## config.mk

```make
export PLATFORM = sky130hd
export DESIGN_NAME = key_event_decoder
export DESIGN_NICKNAME = d
export VERILOG_FILES = /design/src/rtl/key_event_decoder_pkg.sv /design/src/rtl/key_event_decoder_edge_det.sv /design/src/rtl/key_event_decoder.sv
export SDC_FILE = /design/constraint.sdc
export NUM_CORES = 1
export LEC_CHECK = 0
export BUFFER_PORTS_ARGS = -buffer_cell sky130_fd_sc_hd__clkbuf_2
export CAP_MARGIN = 20
export CORE_ASPECT_RATIO = 1.25
export CORE_UTILIZATION = 35
export CTS_BUF_LIST = sky130_fd_sc_hd__clkbuf_8 sky130_fd_sc_hd__clkbuf_16
export DETAILED_ROUTE_END_ITERATION = 8
export SLEW_MARGIN = 30
export SYNTH_ARGS = -nofsm -noshare
export SYNTH_HDL_FRONTEND = slang
export SYNTH_SLANG_ARGS = --single-unit
```

## constraint.sdc

```tcl
create_clock -name clk_1KHz -period 4.9 [get_ports clk_1KHz]
set_input_delay 0.245 -clock clk_1KHz [delete_from_list [all_inputs] [get_ports clk_1KHz]]
set_output_delay 0.245 -clock clk_1KHz [all_outputs]
set_load 0.05 [all_outputs]
```

## src/rtl/key_event_decoder_pkg.sv

```systemverilog
// key_event_decoder_pkg
//   Shared definitions for the key event decoder: FSM state encodings,
//   default timing constants (milliseconds at 1 kHz), and the event bundle.
package key_event_decoder_pkg;

  // 3-bit state encodings; the numeric values are shared with other key-handling blocks.
  typedef enum logic [2:0] {
    ST_IDLE      = 3'd0,
    ST_PRESS1    = 3'd1,
    ST_WAIT2     = 3'd2,
    ST_PRESS2    = 3'd3,
    ST_LONG_HOLD = 3'd4
  } state_t;

  localparam int LONG_MS_DEF   = 1000;
  localparam int DCLICK_MS_DEF = 300;
  localparam int REPEAT_MS_DEF = 200;
  localparam int CNT_W_DEF     = 11;

  // At most one field is ever set in a given cycle.
  typedef struct packed {
    logic short_p;
    logic double_p;
    logic long_p;
    logic repeat_p;
  } evt_t;

endpackage

```

## src/rtl/key_event_decoder_edge_det.sv

```systemverilog
// key_edge_det
//   Two-FF level/edge stage for a debounced key level.
//   Ports:
//     i_clk    in  clock
//     i_rst    in  synchronous reset, active-high
//     i_level  in  debounced level, 1 = pressed
//     o_rise   out level went 0 -> 1 (combinational from the two FFs)
//     o_fall   out level went 1 -> 0
//   Both stages reset to 1 (pressed). A key held through reset therefore looks
//   like an unchanged level: no rise is seen until it is released and pressed
//   again. A key that is up during reset yields a single fall, which idle
//   consumers ignore.
module key_edge_det (
  input  logic i_clk,
  input  logic i_rst,
  input  logic i_level,
  output logic o_rise,
  output logic o_fall
);

  logic r_key_q;
  logic r_key_q_d;

  always_ff @(posedge i_clk) begin
    if (i_rst) begin
      r_key_q   <= 1'b1;
      r_key_q_d <= 1'b1;
    end else begin
      r_key_q   <= i_level;
      r_key_q_d <= r_key_q;
    end
  end

  assign o_rise =  r_key_q & ~r_key_q_d;
  assign o_fall = ~r_key_q &  r_key_q_d;

endmodule

```

## src/rtl/key_event_decoder.sv

```systemverilog
// key_event_decoder
//   Classifies key gestures on a 1 kHz clock (1 tick = 1 ms) into short press,
//   double click, long press and auto-repeat, and emits one-cycle pulses.
//   Ports:
//     clk_1KHz      in   system clock, rising edge
//     rst           in   synchronous reset, active-high
//     key_level     in   debounced key level, 1 = pressed
//     short_pulse   out  single short press confirmed
//     double_pulse  out  double click confirmed
//     long_pulse    out  long press threshold reached
//     repeat_pulse  out  periodic repeat while long-held
//     busy          out  FSM not in IDLE
//   All outputs are registered alongside the state, so a pulse is high in the
//   first cycle of the state the deciding transition lands in.
module key_event_decoder
  import key_event_decoder_pkg::*;
#(
  parameter int LONG_MS   = LONG_MS_DEF,
  parameter int DCLICK_MS = DCLICK_MS_DEF,
  parameter int REPEAT_MS = REPEAT_MS_DEF,
  parameter int CNT_W     = CNT_W_DEF
) (
  input  logic clk_1KHz,
  input  logic rst,
  input  logic key_level,
  output logic short_pulse,
  output logic double_pulse,
  output logic long_pulse,
  output logic repeat_pulse,
  output logic busy
);

  localparam logic [CNT_W-1:0] LONG_LAST   = CNT_W'(LONG_MS - 1);
  localparam logic [CNT_W-1:0] DCLICK_LAST = CNT_W'(DCLICK_MS - 1);
  localparam logic [CNT_W-1:0] REPEAT_LAST = CNT_W'(REPEAT_MS - 1);

  logic             w_rise;
  logic             w_fall;
  state_t           r_state;
  state_t           w_state_nxt;
  logic [CNT_W-1:0] r_cnt;
  logic [CNT_W-1:0] w_cnt_nxt;
  logic             w_cnt_clr;
  evt_t             r_evt;
  evt_t             w_evt_nxt;
  logic             r_busy;

  key_edge_det u_edge (
    .i_clk   (clk_1KHz),
    .i_rst   (rst),
    .i_level (key_level),
    .o_rise  (w_rise),
    .o_fall  (w_fall)
  );

  // Next state / event. Edge checks precede timeouts so a release (or a second
  // press) landing on the timeout cycle wins.
  always_comb begin
    w_state_nxt = r_state;
    w_evt_nxt   = '0;
    w_cnt_clr   = 1'b0;
    case (r_state)
      ST_IDLE: begin
        if (w_rise) w_state_nxt = ST_PRESS1;
      end
      ST_PRESS1: begin
        if (w_fall) begin
          w_state_nxt = ST_WAIT2;
        end else if (r_cnt == LONG_LAST) begin
          w_state_nxt      = ST_LONG_HOLD;
          w_evt_nxt.long_p = 1'b1;
        end
      end
      ST_WAIT2: begin
        if (w_rise) begin
          w_state_nxt = ST_PRESS2;
        end else if (r_cnt == DCLICK_LAST) begin
          w_state_nxt       = ST_IDLE;
          w_evt_nxt.short_p = 1'b1;
        end
      end
      ST_PRESS2: begin
        // Second press is not timed: no long press from here.
        if (w_fall) begin
          w_state_nxt        = ST_IDLE;
          w_evt_nxt.double_p = 1'b1;
        end
      end
      ST_LONG_HOLD: begin
        if (w_fall) begin
          w_state_nxt = ST_IDLE;
        end else if (r_cnt == REPEAT_LAST) begin
          w_evt_nxt.repeat_p = 1'b1;
          w_cnt_clr          = 1'b1;
        end
      end
      default: w_state_nxt = ST_IDLE;
    endcase
  end

  // Shared timer: cleared on any state change or repeat restart, counts only in
  // timed states. Each compare value ends the count, so it never wraps.
  always_comb begin
    w_cnt_nxt = r_cnt;
    if (w_state_nxt != r_state || w_cnt_clr)
      w_cnt_nxt = '0;
    else if (r_state == ST_PRESS1 || r_state == ST_WAIT2 || r_state == ST_LONG_HOLD)
      w_cnt_nxt = r_cnt + 1'b1;
  end

  always_ff @(posedge clk_1KHz) begin
    if (rst) begin
      r_state <= ST_IDLE;
      r_cnt   <= '0;
      r_evt   <= '0;
      r_busy  <= 1'b0;
    end else begin
      r_state <= w_state_nxt;
      r_cnt   <= w_cnt_nxt;
      r_evt   <= w_evt_nxt;
      r_busy  <= (w_state_nxt != ST_IDLE);
    end
  end

  assign short_pulse  = r_evt.short_p;
  assign double_pulse = r_evt.double_p;
  assign long_pulse   = r_evt.long_p;
  assign repeat_pulse = r_evt.repeat_p;
  assign busy         = r_busy;

endmodule

```

# --- Yosys cells after proc, flatten, opt, wreduce, memory -nomap -nowiden ---
# Index checks and enable logic that the tools add are counted.
word_totals:
  regBits: 21
  input_bits: 3
  word_cells: 48
  output_inout_bits: 5
classes:
  add_sub_neg: 1
  n_reduce_logical: 10
  bitwise_logic: 7
  mux: 13
  eq_ne: 8
ops:
  columns: ["operator", "count"]
  rows:
  - ["3-bit two-way mux", 6]
  - ["3-bit case mux with 4 select lines", 1]
  - ["11-bit by 1-bit adder with 11-bit output, second input constant", 1]
  - ["11-bit by 10-bit == test with 1-bit output, second input constant", 1]
  - ["11-bit by 8-bit == test with 1-bit output, second input constant", 1]
  - ["11-bit by 9-bit == test with 1-bit output, second input constant", 1]
  - ["3-bit by 2-bit == test with 1-bit output, second input constant", 2]
  - ["1-bit two-way mux", 6]
  - ["2-bit OR reduction", 3]
  - ["3-bit OR reduction", 2]
  - ["1-bit NOT", 5]
  - ["3-bit by 1-bit == test with 1-bit output, second input constant", 1]
  - ["3-bit == test, second input constant", 1]
  - ["3-bit logical NOT", 1]
  - ["1-bit logical OR", 3]
  - ["3-bit != test", 1]
  - ["3-bit nonzero test", 1]
  - ["1-bit bitwise AND", 2]

# --- Depth between registers and ports, before layout ---
depth:
  depth_word: 7
  mapped_depth: 6
  mapped_depth_nobuf: 5

# --- Modules after synthesis ---
# Synthesis repeated with hierarchy kept, for this count alone.
hier_totals:
  cells_unflattened: 118
  area_unflattened_um2: 1152.4
modules_own_cells:
  columns: ["module", "n_inst", "area_per_inst_um2", "cells_each"]
  rows:
  - ["key_event_decoder", 1, 1086.0, 112]
  - ["key_edge_det", 1, 66.3, 6]

# --- Worst setup path after synthesis ---
# Ideal clock, no wire load.
synth_timing:
  path_type: "reg-to-reg"
  start: "register r_cnt[0]"
  end: "register r_cnt[10]"
  path_stages_with_launch: 6
  synth_period_minus_slack_ns: 1.600
  n_path_buf: 0
  required_time_ns: 4.821
  t_arrival_ns: 1.521
  path_slack_ns: 3.300
  path_cell_list: "dfxtp_1 -> ha_1 -> nand4_1 -> or3_1 -> or3_1 -> a211oi_2"
synth_via:
  elab_chain_len: 7
  word_cells_on_any_way: 15
  cone_classes: "add/sub (1); eq/ne (4); mux (8); reduce/logical (2)"
synth_lines:
  columns: ["item", "line_no", "rtl"]
  rows:
  - ["start, declared", "key_event_decoder.sv:41", "logic [CNT_W-1:0] r_cnt;"]
  - ["start signal, assigned", "key_event_decoder.sv:119", "r_cnt <= w_cnt_nxt;"]
  - ["11-bit by 9-bit == test with 1-bit output / 11-bit by 10-bit == test with 1-bit output (equally long branches)", "key_event_decoder.sv:77, key_event_decoder.sv:69", null]
  - ["3-bit two-way mux (on tied branches)", "key_event_decoder.sv:77, key_event_decoder.sv:69", null]
  - ["3-bit two-way mux (on tied branches)", "key_event_decoder.sv:75, key_event_decoder.sv:67", null]
  - ["3-bit case mux with 4 select lines", "key_event_decoder.sv:62", "case (r_state)"]
  - ["3-bit != test", "key_event_decoder.sv:105", "if (w_state_nxt != r_state || w_cnt_clr)"]
  - ["1-bit logical OR", "key_event_decoder.sv:105", null]
  - ["2-bit OR reduction (no source line)", null, null]
# Parallel ways exist; a longest one is shown, timed or not.
# A chain may end at the register's enable or synchronous reset.

# --- Worst setup path after layout ---
layout_timing:
  start: "register r_state[2]"
  end: "register r_cnt[4]"
layout_via:
  elab_chain_len: 6
  word_cells_on_any_way: 19
  cone_classes: "eq/ne (5); mux (8); reduce/logical (6)"
layout_lines:
  columns: ["item", "line_no", "rtl"]
  rows:
  - ["start, declared", "key_event_decoder.sv:39", "state_t r_state;"]
  - ["start signal, assigned", "key_event_decoder.sv:118", "r_state <= w_state_nxt;"]
  - ["3-bit == test, or another cell as far along", "key_event_decoder.sv:62, key_event_decoder.sv:107", null]
  - ["2-bit OR reduction (no source line), or another cell as far along", null, null]
  - ["3-bit case mux with 4 select lines", "key_event_decoder.sv:62", null]
  - ["3-bit != test", "key_event_decoder.sv:105", null]
  - ["1-bit logical OR", "key_event_decoder.sv:105", null]
  - ["2-bit OR reduction (no source line)", null, null]
# Parallel ways exist; a longest one is shown, timed or not.

==> results_dict.tcl <==
set metrics [dict create \
    status "completed" \
    synth_top_area_cell "dfxtp_1" \
    die_h_um 65.5 \
    maxSlewViolCount 0 \
    cp.required_ns 5.02 \
    postSynth.asyncResetShare_pct 0 \
    rows 22 \
    area_growth_pct 8.77 \
    synth-edff-count 0 \
    drive_above_1_share_pct 27.0 \
    drc 0 \
    design.core.area_mm2 0.00300 \
    cts_tree "done" \
    fmax_mhz 468 \
    worstSetupPathType "register to register" \
    synth_top_area_share_pct 37.3 \
    grt_overflow 0 \
    post-route-min-period_ns 2.13 \
    busiest_layer "met2" \
    antenna_left 0 \
    grt_usage_pct 15.4 \
    start_util_pct 37.6 \
    r2r-start "r_state[2]" \
    use_met3_pct 2.08 \
    grt_setup_unrepaired "no" \
    p_per_area_mw_per_mm2 252 \
    io_pins 8 \
    routed_via_density 5.56 \
    grt_pass1_vias 877 \
    grt_max_degree 16 \
    worst_pin_slew_ns 0.726 \
    dp.final_hpwl_mm 1.57 \
    tritoncts.num_buffers 3 \
    grtUsageMet2_pct 25.3 \
    cts-resized-gates 0 \
    insertion_delay_ns 0.26 \
    cts_buffer_depth 2 \
    rrSetupSlack_ns 2.77 \
    cts-root-buf "clkbuf_8" \
    netlist_area_mm2 0.00113 \
    syn_inst 117 \
    ys_types 42 \
    report.final.setup_viol 0 \
    nFillCells 308 \
    nets 127 \
    clk_pin_slew_ns 0.08 \
    crit_arrival_ns 2.25 \
    ir_drop_v 0.000111 \
    yosys_warnings 0 \
    totalWireLength_mm 2.26 \
    fp.dieW_um 52.8 \
    synth-seq-cells 21 \
    fin_tns_setup_ns 0 \
    hold_start "key_level" \
    p_leak_nw 0.401 \
    die_area_mm2 0.00345 \
    dominantRegCellSynth "dfxtp_1" \
    cts_htree_levels 1 \
    grt_pass1_wl_mm 3.98 \
    fin_crit_sh_pct 43.6 \
    worstSetupStartpointType "register" \
    setup.worst_path.start "r_state[2]" \
    crit_fanout 15 \
    synth_top_cells_by_area "dfxtp_1 (37%), a211oi_2 (5.5%), nor3_2 (4.4%), or3_1 (4.4%), o21ai_0 (3.1%)" \
    total_power_uw 309 \
    clock_skew_ns 0.00172 \
    synth_area_per_cell_um2 9.64 \
    n_antenna_cell 0 \
    gp_congestion 0.796 \
    synth.most_common_cell "dfxtp_1" \
    synth_fp_nets 121 \
    wl_per_cell_um 14.3 \
    grt_antenna_before_repair 0 \
    endpoint_kind "register" \
    first_pass_iters 4 \
    postCtsSetupRepairBufs 0 \
    synth_common_cells "dfxtp_1 (21), nand2_1 (8), nor2_1 (8), or3_1 (8), o21ai_0 (7)" \
    grtUsageMet1_pct 20.3 \
    numPortBuffers 7 \
    hold_buffers 0 \
    hold_violations 0 \
    cap_violations 0 \
    maxSlewHeadroom_pct 51.5 \
    ys_seq_area_share_pct 37.3 \
    hp-class "input pin to register" \
    drtIter0Drc 16 \
    vias 878 \
    cts.sinks 21 \
]
==> state kept, by name, summed over array words and instances, names as in the netlist <==
register	count
short_pulse	1
u_edge.r_key_q	1
double_pulse	1
u_edge.r_key_q_d	1
r_cnt	11
repeat_pulse	1
r_state	3
long_pulse	1
busy	1
==> cell type report <==
class	count	area (µm²)	area share (%)
Timing Repair Buffer	7	35.0	2.86
Sequential cell	21	420	34.3
Multi-Input combinational cell	88	672	54.8
Inverter	2	7.51	0.612
Clock inverter	1	5.00	0.408
Clock buffer	3	41.3	3.37
Tap cell	36	45.0	3.67
==> critical path: stages (launching register included) <==
cell	delay [ns]
dfxtp_1	0.69
nor3b_1	0.33
nand4bb_1	0.19
a211oi_4	0.69
a211oi_1	0.08
==> through the flow <==
stage / setup slack, ns / hold WS [ns] / cells / utilization, % / instance area, µm²
floorplan: 3.30 / 0.322 / 117 / - / 1130
global placement: 2.64 / 0.435 / 154 / 38.9 / 1170
detailed placement: 2.78 / 0.435 / 154 / 39.3 / 1180
CTS: 2.78 / 0.166 / 158 / 40.9 / 1230
global route: 2.64 / 0.171 / 158 / 40.9 / 1230
finish: 2.77 / 0.162 / 158 / 40.9 / 1230
==> cell families after synthesis <==
family / after synthesis / share of synthesized area (%)
buffers and inverters: 8 / 4.55
adders and majority gates: 1 / 1.11
DFF: 21 / 37.3
AOI/OAI and AO/OA: 30 / 22.5
xor gates and xnor gates: 5 / 4.55
and+or+nand+nor: 51 / 29.1
muxes: 1 / 0.888
==> placed cells by master, fill, tap and decap left out, types with 2 or more instances in the layout <==
cell type	instances
o2111ai_1	2
a211oi_2	5
nor3_2	5
or3_1	8
nor2_1	8
dfxtp_1	21
clkbuf_2	7
nor3b_1	2
clkbuf_8	3
inv_1	2
o21ai_2	2
or2_2	2
xor2_1	4
nand2_1	8
and3_1	2
o21ai_0	7
nor3_1	2
nand4_1	3
a21oi_1	3
o31ai_1	2
o211ai_1	2
nor4b_1	2
nand3b_1	2
==> layer usage <==
metal	wire length [µm]	vias to the layer above
met5	0	-
met4	21	0
met3	36	3
met2	1120	9
met1	1090	418
li1	-	448
==> final timing paths <==
check | cells past startpoint | endpoint
max | 4 | r_cnt[4]
min | 2 | u_edge.r_key_q
max reg2reg | 4 | r_cnt[4]
min reg2reg | 2 | r_cnt[10]
==> power by group <==
group          switching [mW]  internal [mW]
clock network          0.0573         0.0567
logic                  0.0112        0.00710
registers             0.00416          0.173
total                  0.0727          0.237
Note: power is estimated with default switching activity, not from simulation.
